$ cat src/rtl/axi_pkg.sv
// Shared AXI constants and the burst-generator FSM state type.
package axi_pkg;

    localparam int AXI_LEN_MAX_VALUE       = 256;
    localparam int AXI_FIXED_LEN_MAX_VALUE = 16;
    localparam int AXI_4K_BOUNDARY         = 4096;

    localparam logic [1:0] AXI_RESP_OKAY   = 2'b00;

    typedef enum logic [1:0] {
        ST_IDLE  = 2'd0,
        ST_ISSUE = 2'd1,
        ST_DRAIN = 2'd2,
        ST_DONE  = 2'd3
    } axi_dma_burst_state_e;

endpackage

$ cat src/rtl/axi_dma_req_if.sv
// Burst request / write response channel between the burst generator and the AXI write manager.
interface axi_dma_req_if #(
    parameter int AW    = 32,
    parameter int LEN_W = 32
);
    logic             valid;
    logic             ready;
    logic [AW-1:0]    addr;
    logic [LEN_W-1:0] byte_len;
    logic             fixed;
    logic             lock;
    logic [1:0]       resp;
    logic             resp_valid;

    modport src  (output valid, addr, byte_len, fixed, lock, input  ready, resp, resp_valid);
    modport sink (input  valid, addr, byte_len, fixed, lock, output ready, resp, resp_valid);
endinterface

$ cat src/rtl/axi_dma_burst_calc.sv
// Sizes the next legal AXI burst: limited by remaining bytes, the 4KB page and the max burst length.
module axi_dma_burst_calc
    import axi_pkg::*;
#(
    parameter int AW    = 32,
    parameter int DW    = 32,
    parameter int LEN_W = 32
) (
    input  logic [AW-1:0]    addr,
    input  logic [LEN_W-1:0] remaining,
    input  logic             fixed,
    output logic [LEN_W-1:0] bytes,
    output logic [LEN_W-1:0] byte_len
);
    localparam int BC = DW / 8;
    localparam logic [LEN_W-1:0] INCR_MAX  = LEN_W'(AXI_LEN_MAX_VALUE * BC);
    localparam logic [LEN_W-1:0] FIXED_MAX = LEN_W'(AXI_FIXED_LEN_MAX_VALUE * BC);

    logic [12:0]      bound_dist_s;
    logic [LEN_W-1:0] cap_s;
    logic             unused_addr_s;

    // Only the page offset matters for the boundary distance.
    assign unused_addr_s = ^addr[AW-1:12];

    // Burst size = min(remaining, page distance or FIXED cap, INCR cap).
    always_comb begin
        bound_dist_s = 13'(AXI_4K_BOUNDARY) - {1'b0, addr[11:0]};
        cap_s        = INCR_MAX;
        if (fixed) begin
            cap_s = FIXED_MAX;
        end else if (LEN_W'(bound_dist_s) < INCR_MAX) begin
            cap_s = LEN_W'(bound_dist_s);
        end else begin
            cap_s = INCR_MAX;
        end
        if (remaining < cap_s) begin
            bytes = remaining;
        end else begin
            bytes = cap_s;
        end
        byte_len = bytes - LEN_W'(BC);
    end

endmodule

$ cat src/rtl/axi_dma_wr_burst_gen_chk.sv
// Protocol checker for the burst generator's response channel.
module axi_dma_wr_burst_gen_chk (
    input logic clk,
    input logic rst_n,
    input logic resp_valid,
    input logic out_cnt_zero
);
    // A B response with nothing outstanding is dropped by the generator; flag it.
    assert property (@(posedge clk) disable iff (!rst_n) !(resp_valid && out_cnt_zero));
endmodule

$ cat src/rtl/axi_dma_wr_burst_gen.sv
// Splits one large write command into legal AXI bursts and tracks their B responses.
// Optional abort support is enabled by defining AXI_DMA_WR_BURST_ABORT_EN.
module axi_dma_wr_burst_gen
    import axi_pkg::*;
#(
    parameter int AW              = 32,
    parameter int DW              = 32,
    parameter int LEN_W           = 32,
    parameter int MAX_OUTSTANDING = 4
) (
    input  logic             clk,
    input  logic             rst_n,
    input  logic             cmd_valid,
    output logic             cmd_ready,
    input  logic [AW-1:0]    cmd_addr,
    input  logic [LEN_W-1:0] cmd_byte_cnt,
    input  logic             cmd_fixed,
    input  logic             cmd_lock,
    axi_dma_req_if.src       req_if,
`ifdef AXI_DMA_WR_BURST_ABORT_EN
    input  logic             abort,
    output logic             aborted,
`endif
    output logic             busy,
    output logic             done,
    output logic             err
);
    localparam int BC    = DW / 8;
    localparam int BW    = $clog2(BC);
    localparam int OUT_W = $clog2(MAX_OUTSTANDING + 1);

    axi_dma_burst_state_e state_r;
    logic [AW-1:0]        addr_r;
    logic [LEN_W-1:0]     remaining_r;
    logic                 fixed_r;
    logic                 lock_r;
    logic [OUT_W-1:0]     out_cnt_r;
    logic                 valid_r;
    logic                 cmd_ready_r;
    logic                 busy_r;
    logic                 done_r;
    logic                 err_r;
`ifdef AXI_DMA_WR_BURST_ABORT_EN
    logic                 aborted_r;
`endif

    logic [LEN_W-1:0]     burst_bytes_s;
    logic [LEN_W-1:0]     burst_len_s;
    logic                 hs_s;
    logic                 resp_ok_s;
    logic                 bad_resp_s;
    logic                 stop_s;
    logic                 cmd_bad_s;
    logic [OUT_W-1:0]     out_next_s;
    logic [LEN_W-1:0]     remaining_next_s;

    axi_dma_burst_calc #(.AW(AW), .DW(DW), .LEN_W(LEN_W)) u_calc (
        .addr      (addr_r),
        .remaining (remaining_r),
        .fixed     (fixed_r),
        .bytes     (burst_bytes_s),
        .byte_len  (burst_len_s)
    );

    axi_dma_wr_burst_gen_chk u_chk (
        .clk          (clk),
        .rst_n        (rst_n),
        .resp_valid   (req_if.resp_valid),
        .out_cnt_zero (out_cnt_r == '0)
    );

    // Handshake/response bookkeeping; responses with nothing outstanding are ignored.
    always_comb begin
        hs_s       = valid_r && req_if.ready;
        resp_ok_s  = req_if.resp_valid && (out_cnt_r != '0);
        bad_resp_s = resp_ok_s && (req_if.resp != AXI_RESP_OKAY);
        cmd_bad_s  = (cmd_byte_cnt == '0) || (cmd_addr[BW-1:0] != '0) ||
                     (cmd_byte_cnt[BW-1:0] != '0);
        out_next_s = out_cnt_r;
        if (hs_s && !resp_ok_s) begin
            out_next_s = out_cnt_r + OUT_W'(1);
        end else if (!hs_s && resp_ok_s) begin
            out_next_s = out_cnt_r - OUT_W'(1);
        end else begin
            out_next_s = out_cnt_r;
        end
        if (hs_s) begin
            remaining_next_s = remaining_r - burst_bytes_s;
        end else begin
            remaining_next_s = remaining_r;
        end
`ifdef AXI_DMA_WR_BURST_ABORT_EN
        stop_s = err_r || bad_resp_s || aborted_r || abort;
`else
        stop_s = err_r || bad_resp_s;
`endif
    end

    // Command FSM with registered handshake and status outputs.
    always_ff @(posedge clk or negedge rst_n) begin
        if (!rst_n) begin
            state_r     <= ST_IDLE;
            addr_r      <= '0;
            remaining_r <= '0;
            fixed_r     <= 1'b0;
            lock_r      <= 1'b0;
            out_cnt_r   <= '0;
            valid_r     <= 1'b0;
            cmd_ready_r <= 1'b1;
            busy_r      <= 1'b0;
            done_r      <= 1'b0;
            err_r       <= 1'b0;
`ifdef AXI_DMA_WR_BURST_ABORT_EN
            aborted_r   <= 1'b0;
`endif
        end else begin
            out_cnt_r <= out_next_s;
            case (state_r)
                ST_IDLE: begin
                    done_r <= 1'b0;
                    if (cmd_valid && cmd_ready_r) begin
                        addr_r      <= cmd_addr;
                        remaining_r <= cmd_byte_cnt;
                        fixed_r     <= cmd_fixed;
                        lock_r      <= cmd_lock;
                        cmd_ready_r <= 1'b0;
                        busy_r      <= 1'b1;
                        err_r       <= cmd_bad_s;
`ifdef AXI_DMA_WR_BURST_ABORT_EN
                        aborted_r   <= 1'b0;
`endif
                        state_r     <= cmd_bad_s ? ST_DONE : ST_ISSUE;
                        valid_r     <= !cmd_bad_s;
                    end
                end
                ST_ISSUE: begin
                    err_r <= err_r | bad_resp_s;
`ifdef AXI_DMA_WR_BURST_ABORT_EN
                    if (abort) begin
                        aborted_r <= 1'b1;
                    end
`endif
                    if (hs_s) begin
                        remaining_r <= remaining_next_s;
                        if (!fixed_r) begin
                            addr_r <= addr_r + AW'(burst_bytes_s);
                        end
                    end
                    // A presented burst must complete before issue can stop.
                    if (valid_r && !req_if.ready) begin
                        valid_r <= 1'b1;
                    end else if ((remaining_next_s == '0) || stop_s) begin
                        valid_r <= 1'b0;
                        state_r <= ST_DRAIN;
                    end else begin
                        valid_r <= (out_next_s < OUT_W'(MAX_OUTSTANDING));
                    end
                end
                ST_DRAIN: begin
                    err_r <= err_r | bad_resp_s;
                    if (out_next_s == '0) begin
                        state_r <= ST_DONE;
                    end
                end
                ST_DONE: begin
                    done_r      <= 1'b1;
                    busy_r      <= 1'b0;
                    cmd_ready_r <= 1'b1;
                    state_r     <= ST_IDLE;
                end
                default: begin
                    state_r     <= ST_IDLE;
                    valid_r     <= 1'b0;
                    cmd_ready_r <= 1'b1;
                    busy_r      <= 1'b0;
                    done_r      <= 1'b0;
                end
            endcase
        end
    end

    assign req_if.valid    = valid_r;
    assign req_if.addr     = addr_r;
    assign req_if.byte_len = burst_len_s;
    assign req_if.fixed    = fixed_r;
    assign req_if.lock     = lock_r;
    assign cmd_ready       = cmd_ready_r;
    assign busy            = busy_r;
    assign done            = done_r;
    assign err             = err_r;
`ifdef AXI_DMA_WR_BURST_ABORT_EN
    assign aborted         = aborted_r;
`endif

endmodule

$ cat src/flat_wrapper.sv
// flat-port wrapper written by rule: the top's interface ports become plain ports
module axi_dma_wr_burst_gen_flat import axi_pkg::*;
#(
    parameter int AW              = 32,
    parameter int DW              = 32,
    parameter int LEN_W           = 32,
    parameter int MAX_OUTSTANDING = 4
)
  (clk, rst_n, cmd_valid, cmd_ready, cmd_addr, cmd_byte_cnt, cmd_fixed, cmd_lock, busy, done, err, req_if_valid, req_if_addr, req_if_byte_len, req_if_fixed, req_if_lock, req_if_ready, req_if_resp, req_if_resp_valid);
  axi_dma_req_if #(.AW(AW), .LEN_W(LEN_W)) req_if_i ();
  input  logic clk;
  input  logic rst_n;
  input  logic cmd_valid;
  output logic cmd_ready;
  input  logic [AW-1:0] cmd_addr;
  input  logic [LEN_W-1:0] cmd_byte_cnt;
  input  logic cmd_fixed;
  input  logic cmd_lock;
  output logic busy;
  output logic done;
  output logic err;
  output wire logic [$bits(req_if_i.valid)-1:0] req_if_valid;
  output wire logic [$bits(req_if_i.addr)-1:0] req_if_addr;
  output wire logic [$bits(req_if_i.byte_len)-1:0] req_if_byte_len;
  output wire logic [$bits(req_if_i.fixed)-1:0] req_if_fixed;
  output wire logic [$bits(req_if_i.lock)-1:0] req_if_lock;
  input wire logic [$bits(req_if_i.ready)-1:0] req_if_ready;
  input wire logic [$bits(req_if_i.resp)-1:0] req_if_resp;
  input wire logic [$bits(req_if_i.resp_valid)-1:0] req_if_resp_valid;
  assign req_if_valid = req_if_i.valid;
  assign req_if_addr = req_if_i.addr;
  assign req_if_byte_len = req_if_i.byte_len;
  assign req_if_fixed = req_if_i.fixed;
  assign req_if_lock = req_if_i.lock;
  assign req_if_i.ready = req_if_ready;
  assign req_if_i.resp = req_if_resp;
  assign req_if_i.resp_valid = req_if_resp_valid;
  axi_dma_wr_burst_gen #(.AW(AW), .DW(DW), .LEN_W(LEN_W), .MAX_OUTSTANDING(MAX_OUTSTANDING)) u_core (.clk(clk), .rst_n(rst_n), .cmd_valid(cmd_valid), .cmd_ready(cmd_ready), .cmd_addr(cmd_addr), .cmd_byte_cnt(cmd_byte_cnt), .cmd_fixed(cmd_fixed), .cmd_lock(cmd_lock), .req_if(req_if_i), .busy(busy), .done(done), .err(err));
endmodule
$ cat config.mk
export PLATFORM = sky130hd
export DESIGN_NAME = axi_dma_wr_burst_gen_flat
export DESIGN_NICKNAME = d
export VERILOG_FILES = /design/src/rtl/axi_pkg.sv /design/src/rtl/axi_dma_req_if.sv /design/src/rtl/axi_dma_burst_calc.sv /design/src/rtl/axi_dma_wr_burst_gen_chk.sv /design/src/rtl/axi_dma_wr_burst_gen.sv /design/src/flat_wrapper.sv
export SDC_FILE = /design/constraint.sdc
export NUM_CORES = 1
export LEC_CHECK = 0
export ABC_AREA = 1
export CORE_ASPECT_RATIO = 1.4
export CORE_MARGIN = 5
export CORE_UTILIZATION = 40
export DETAILED_ROUTE_END_ITERATION = 10
export GPL_TIMING_DRIVEN = 1
export PLACE_DENSITY_LB_ADDON = 0.12
export RECOVER_POWER = 50
export SYNTH_ARGS = -nofsm -noshare
export SYNTH_HDL_FRONTEND = slang
export SYNTH_SLANG_ARGS = --single-unit
$ cat constraint.sdc
create_clock -name clk -period 6.1 [get_ports clk]
set_input_delay 0.61 -clock clk [delete_from_list [all_inputs] [get_ports clk]]
set_output_delay 0.61 -clock clk [all_outputs]
set_load 0.01 [all_outputs]
==> results.md, run 1 <==
- Maximum fanout along the worst path: 10
- Fin Setup TNS: 0 ns
- Setup violators final: 0
- IO Port Bufs: 143
- Failing checks: capacitance limit, slew limit
- CTS tree: built
- Main flop type after synthesis: dfrtp_1
- DRC viols: 0
- TritonCTS Buffers: 9
- Minimum clock period: 5.71 ns
- Share of cells above drive strength 1: 10.5%
- Critical path class: flop to flop
- Final Worst Setup Slack: 0.387 ns
- Clock-pin slew on the worst setup and hold paths: 0.07 ns
- Post-DP HPWL: 21400 µm
- HP Class: flop to flop
- Slew margin rel.: -202%
- Max Root-Sink Buffers: 2
- Pre-CTS WS: -0.0971 ns
- Die Area: 0.0226 mm²
- Setup Skew: 0.00678 ns
- Commonest non-fill, non-tap cell in the layout: nand2_1
- Clk_lat worst skew: 0.35 ns
- Max Freq: 0.175 GHz
- Largest net degree at the start of global routing: 90
- Root Driver: clkbuf_16
- Status: complete, but fails checks
- Most frequent cells in the layout: 255 x nand2_1, 128 x inv_1, 123 x nor2_1, 113 x o21ai_0, 112 x clkdlybuf4s50_1
- Number of routed nets with antenna violations: 0
- Part of the cycle the worst path needs: 93.7%
- Yosys warning total: 0
- Min Hold Slack: 0.472 ns
- Final WL: 27200 µm
- Gr ovfl total: 0
- Slowest stage cell on the critical path: dfrtp_1
- Seq cells post-synth: 76
- Vias in the first global route: 8473
- Fin. Hold Viols: 0
- Vias per cell: 5.30
- H-tree levels: 3
- Synth Instances: 1184
- Synth async-reset ratio: 100%
- Worst-Margin Slew: 4.53 ns
- Critical path launch point type: flop
- Placer Congestion: 0.937
- Diodes inserted: 0
- Avg Cell Area, Syn: 6.65 µm²
- Gr usage total: 23.6%
- Row count: 60
- Starting Density: 40.8%
- Synth cell types: 50
- Critical Path AT: 5.95 ns
- Seq/Total Area, Yosys: 24.2%
- Largest stage delay, worst path: 0.42 ns
- First-pass GRT wire length: 42500 µm
- Pre-antenna DRT Iters: 5
- Syn-to-layout area delta: 30.8%
- Crit-path most repeated cell: nand2_1
- Worst vdd ir: 0.104 mV
- Core Footprint: 0.0193 mm²
- Die height: 176 µm
- Drt wl/cell: 16.9 µm
- NumNets Final: 1497
- Worst Setup End Kind: flop
- Pwr/cell area: 135 mW/mm²
- Clock Sinks: 76
- Max-Cap Viols: 1
- Fin util: 53.4%
- Flop2flop setup slack: 0.39 ns
- Syn Std Cell Area: 0.00788 mm²
- Leak: 4.76 nW
- DR iter-0 viols: 347
- Slew Viols, Final: 77
- Via count: 8535
- CP required: 6.34 ns
- I/O pin total: 144
- Initial antenna violation count: 0
- Count of flip-flops with a built-in enable after synthesis: 0
- Die X: 129 µm
## cells by family after synthesis
group                    Yosys count  synth area share, %
XOR/XNOR                          48                 5.34
other                              2               0.0953
flip-flops                        76                 24.2
adder cells (fa/ha/maj)           68                 11.0
AO/OA/AOI/OAI                    286                 20.9
buffers and inverters            168                 8.36
AND/OR/NAND/NOR                  536                 30.2
## power breakdown
part,switching (mW),internal (mW)
combinational,0.130,0.116
clock,0.252,0.364
sequential,0.00891,0.515
total,0.391,0.996
## worst max-delay path: cells and delay by family, from the launching register on
kind	cells	cell delay [ns]
and+or+nand+nor	25	2.62
adders and majority gates	3	0.83
AOI/OAI and AO/OA	6	0.79
buffers and inverters	7	0.77
DFF	1	0.42
xor gates and xnor gates	1	0.18
## synthesized netlist by cell type (9+ instances only)
| cell type | instances | share of area, % |
|---|---|---|
| a21oi_1 | 78 | 5.0 |
| clkbuf_1 | 22 | 1.0 |
| dfrtp_1 | 75 | 24 |
| ha_1 | 66 | 10 |
| inv_1 | 129 | 6.1 |
| nand2_1 | 257 | 12 |
| nand2_2 | 9 | 0.71 |
| nand3_1 | 50 | 3.2 |
| nand4_1 | 18 | 1.4 |
| nor2_1 | 131 | 6.2 |
| nor2_2 | 23 | 1.8 |
| nor3_1 | 12 | 0.76 |
| nor4_1 | 13 | 1.0 |
| o211ai_1 | 26 | 2.5 |
| o21ai_0 | 121 | 7.7 |
| o22ai_1 | 18 | 1.4 |
| xnor2_1 | 11 | 1.2 |
| xor2_1 | 37 | 4.1 |
## path summary, 6_finish.rpt
check | start | depth (start not counted) | end
hold / removal | u_core.req_if.lock | 2 | u_core.req_if.lock
max in group asynchronous | rst_n | 1 | u_core.req_if.addr[1]
setup / recovery | u_core.req_if.addr[0] | 42 | u_core.state_r[0]
setup reg to reg | u_core.req_if.addr[0] | 42 | u_core.state_r[0]
hold reg to reg | u_core.req_if.lock | 2 | u_core.req_if.lock
min in group asynchronous | rst_n | 1 | u_core.out_cnt_r[1]
## routing by layer
metal,vias up,wire (µm),GRT usage (%)
met5,-,0,0
met4,0,1230,9.85
met3,78,1220,3.75
li1,4291,-,-
met2,239,14100,43.8
met1,3927,10700,26.3
## registers in the layout (all words and copies together), names as in the netlist, 2 cells and up
signal and count:
u_core.out_cnt_r 3, u_core.remaining_r 32, u_core.req_if.addr 32, u_core.state_r 2
## stage by stage
| stage | std cells | cell area [µm²] | total power [mW] |
|---|---|---|---|
| 4_1_cts | 1599 | 10100 | 1.40 |
| 5_1_grt | 1609 | 10300 | 1.45 |
| 6_report | 1609 | 10300 | 1.39 |
| 3_5_place_dp | 1583 | 9720 | 0.776 |
| 3_3_place_gp | 1583 | 9720 | 0.773 |
| 2_1_floorplan | 1202 | 7940 | 0.653 |
## repair_timing
item / in CTS / in global routing
gates resized for setup: 5 / 48
setup buffers: 0 / 9
hold endpoints to repair: 0 / 0
pin swaps: 0 / 6
hold buffers: 0 / 0
gates cloned: 0 / 1
setup endpoints to repair: 2 / 37
## final cells by class
cell class	count	area, µm²
fill	1967	8990
multi-input combinational	959	5590
sequential	76	1900
timing repair buffer	175	1670
inverter	135	508
tap	248	310
clock buffer	10	229
clock inverter	6	97.6
(Power assumes the default switching activity.)
==> run 2: changes to the inputs <==
SETUP_SLACK_MARGIN = 0.02   (was default)
==> results of run 2 <==
No change in the layout: final DEF, timing and power equal those of run 1.
Among the figures that moved: number of gates resized after CTS 5 -> 6; via count of the first global-routing pass 8473 -> 8466
==> run 3: changes to the inputs <==
CORE_MARGIN = 10   (was 5)
CTS_CLUSTER_SIZE = 14   (was default)
GPL_TIMING_DRIVEN = default   (was 1)
==> results.md, run 3 (same netlist as run 1, synthesis figures left out) <==
- Status: complete, but fails checks (unchanged)
- Failing checks: capacitance limit, slew limit (unchanged)
- Row count: 60 (unchanged)
- Leak: 4.75 nW (was 4.76 nW)
- Post-route non-filler standard cell count: 1608 (was 1609)
- Fin. Hold Viols: 0 (unchanged)
- Minimum clock period: 5.61 ns (was 5.71 ns)
- Root Driver: clkbuf_16 (unchanged)
- Vias in the first global route: 8520 (was 8466)
- HP Class: flop to flop (unchanged)
- Comb pwr share: 18.9% (was 17.7%)
- Slowest stage cell on the critical path: dfrtp_1 (unchanged)
- Placer Congestion: 0.980 (was 0.937)
- Critical Path AT: 5.86 ns (was 5.95 ns)
- Fill cells: 1935 (was 1967)
- Slew margin rel.: -111% (was -202%)
- Max Freq: 0.178 GHz (was 0.175 GHz)
- Syn-to-layout area delta: 30.8% (about the same)
- Drt wl/cell: 17.6 µm (was 16.9 µm)
- Largest net degree at the start of global routing: 54 (was 90)
- Commonest non-fill, non-tap cell in the layout: nand2_1 (unchanged)
- Fin Setup TNS: 0 ns (unchanged)
- RSZ-0062 raised after global routing: yes
- DR iter-0 viols: 471 (was 347)
- Worst vdd ir: 0.114 mV (was 0.104 mV)
- Top sig layer: met4 (unchanged)
- Clock Sinks: 76 (unchanged)
- Min Hold Slack: 0.476 ns (was 0.472 ns)
- Post-DP HPWL: 22400 µm (was 21400 µm)
- IO Port Bufs: 143 (unchanged)
- Number of routed nets with antenna violations: 0 (unchanged)
- Area of the multi-input gates: 0.00564 mm² (was 0.00559 mm²)
- First-pass GRT wire length: 44500 µm (was 42500 µm)
- Die X: 139 µm (was 129 µm)
- Met3 WL: 1060 µm (was 1220 µm)
- NumNets Final: 1496 (was 1497)
- Pre-antenna DRT Iters: 5 (unchanged)
- Gr usage total: 21.2% (was 23.6%)
- Sequential power share: 39.8% (was 37.8%)
- Initial antenna violation count: 0 (unchanged)
- CTS tree: built (unchanged)
- Storage element area: 0.00190 mm² (unchanged)
- Via count: 8511 (was 8535)
- Critical path class: flop to flop (unchanged)
- Largest stage delay, worst path: 0.40 ns (was 0.42 ns)
- TritonCTS Buffers: 9 (unchanged)
- Fin util: 53.4% (about the same)
- Diodes inserted: 0 (unchanged)
- Part of the cycle the worst path needs: 91.9% (was 93.7%)
- Max-Cap Viols: 1 (unchanged)
- CP required: 6.35 ns (was 6.34 ns)
- Final WL: 28300 µm (was 27200 µm)
- CTS Hold Bufs: 0 (unchanged)
- Internal power: 0.915 mW (was 0.996 mW)
- Wl on met1: 11300 µm (was 10700 µm)
- DR WL met2: 15100 µm (was 14100 µm)
- Starting Density: 40.8% (unchanged)
- Gr ovfl total: 0 (unchanged)
- Worst Setup End Kind: flop (unchanged)
- Pwr/cell area: 128 mW/mm² (was 135 mW/mm²)
- Max Root-Sink Buffers: 2 (unchanged)
- Maximum fanout along the worst path: 10 (unchanged)
- Switching share of power: 30.4% (was 28.2%)
- DP Cell Count: 1584 (was 1583)
- Crit-path most repeated cell: nand2_1 (unchanged)
- H-tree levels: 3 (unchanged)
- Slew Viols, Final: 54 (was 77)
- Setup Skew: 0.0116 ns (was 0.00678 ns)
- DRC viols: 0 (unchanged)
- Most frequent cells in the layout: 255 x nand2_1, 128 x inv_1, 125 x nor2_1, 113 x o21ai_0, 112 x clkdlybuf4s50_1 (was 255 x nand2_1, 128 x inv_1, 123 x nor2_1, 113 x o21ai_0, 112 x clkdlybuf4s50_1)
- Clock-pin slew on the worst setup and hold paths: 0.07 ns (about the same)
- Die height: 186 µm (was 176 µm)
- Setup violators final: 0 (unchanged)
- Clk_lat worst skew: 0.36 ns (was 0.35 ns)
- Critical path launch point type: flop (unchanged)
- Vias per cell: 5.29 (was 5.30)
- I/O pin total: 144 (unchanged)
- NetSw: 0.399 mW (was 0.391 mW)
- Core Footprint: 0.0193 mm² (unchanged)
- Clock power frac: 41.3% (was 44.5%)
- Worst-Margin Slew: 3.16 ns (was 4.53 ns)
- Die Area: 0.0258 mm² (was 0.0226 mm²)
- Share of cells above drive strength 1: 10.4% (was 10.5%)
==> run 3: what timing repair did <==
item,CTS,global route
gates resized for setup,6,49
cloned,0,1
pin swaps,0,7
buffers inserted,0,7
endpoints found under the setup margin,9,52
endpoints found under the hold margin,0,0
==> run 3: routing by layer <==
| layer | vias up | global-route usage (%) |
|---|---|---|
| li1 | 4296 | - |
| met3 | 50 | 3.83 |
| met5 | - | 0 |
| met1 | 3967 | 23.2 |
| met2 | 198 | 40.0 |
| met4 | 0 | 7.61 |
==> run 3: metrics by stage <==
stage,cell area [µm²],setup WS [ns],power [mW]
CTS,10000,0.0261,1.32
detailed placement,9730,-0.261,0.777
floorplan,7940,0.116,0.653
global placement,9730,-0.0786,0.774
global route,10300,-0.0356,1.38
finish,10300,0.491,1.31
==> run 3: final cells by class <==
class	count	share of cell area [%]
inverter	135	4.93
multi-input combinational	959	54.8
tap	248	3.01
clock inverter	7	0.559
timing repair buffer	174	16.1
clock buffer	9	2.19
sequential	76	18.5
==> run 3: path summary, 6_finish.rpt <==
check | startpoint | end | slack (ns) | cells past startpoint
setup / recovery | u_core.req_if.addr[0] | u_core.state_r[1] | 0.49 | 40
hold / removal | u_core.req_if.lock | u_core.req_if.lock | 0.48 | 2
setup reg to reg | u_core.req_if.addr[0] | u_core.state_r[1] | 0.49 | 40
hold reg to reg | u_core.req_if.lock | u_core.req_if.lock | 0.48 | 2
max in group asynchronous | rst_n | u_core.req_if.addr[0] | 1.96 | 2
min in group asynchronous | rst_n | u_core.out_cnt_r[0] | 0.52 | 1
==> run 3: worst max-delay path: cells and delay by family (launching register included) <==
family,cells,cell delay (ns)
buffers and inverters,6,0.65
AOI/OAI and AO/OA,7,1.09
DFF,1,0.40
and+or+nand+nor,23,2.43
xor gates and xnor gates,1,0.20
adders and majority gates,3,0.75
==> run 3: power by group through the flow <==
stage	sequential, mW	combinational [mW]	clock, mW
floorplan	0.531	0.122	0
global placement	0.532	0.242	0
detailed placement	0.533	0.245	0
CTS	0.523	0.246	0.552
global route	0.524	0.280	0.578
finish	0.523	0.248	0.542
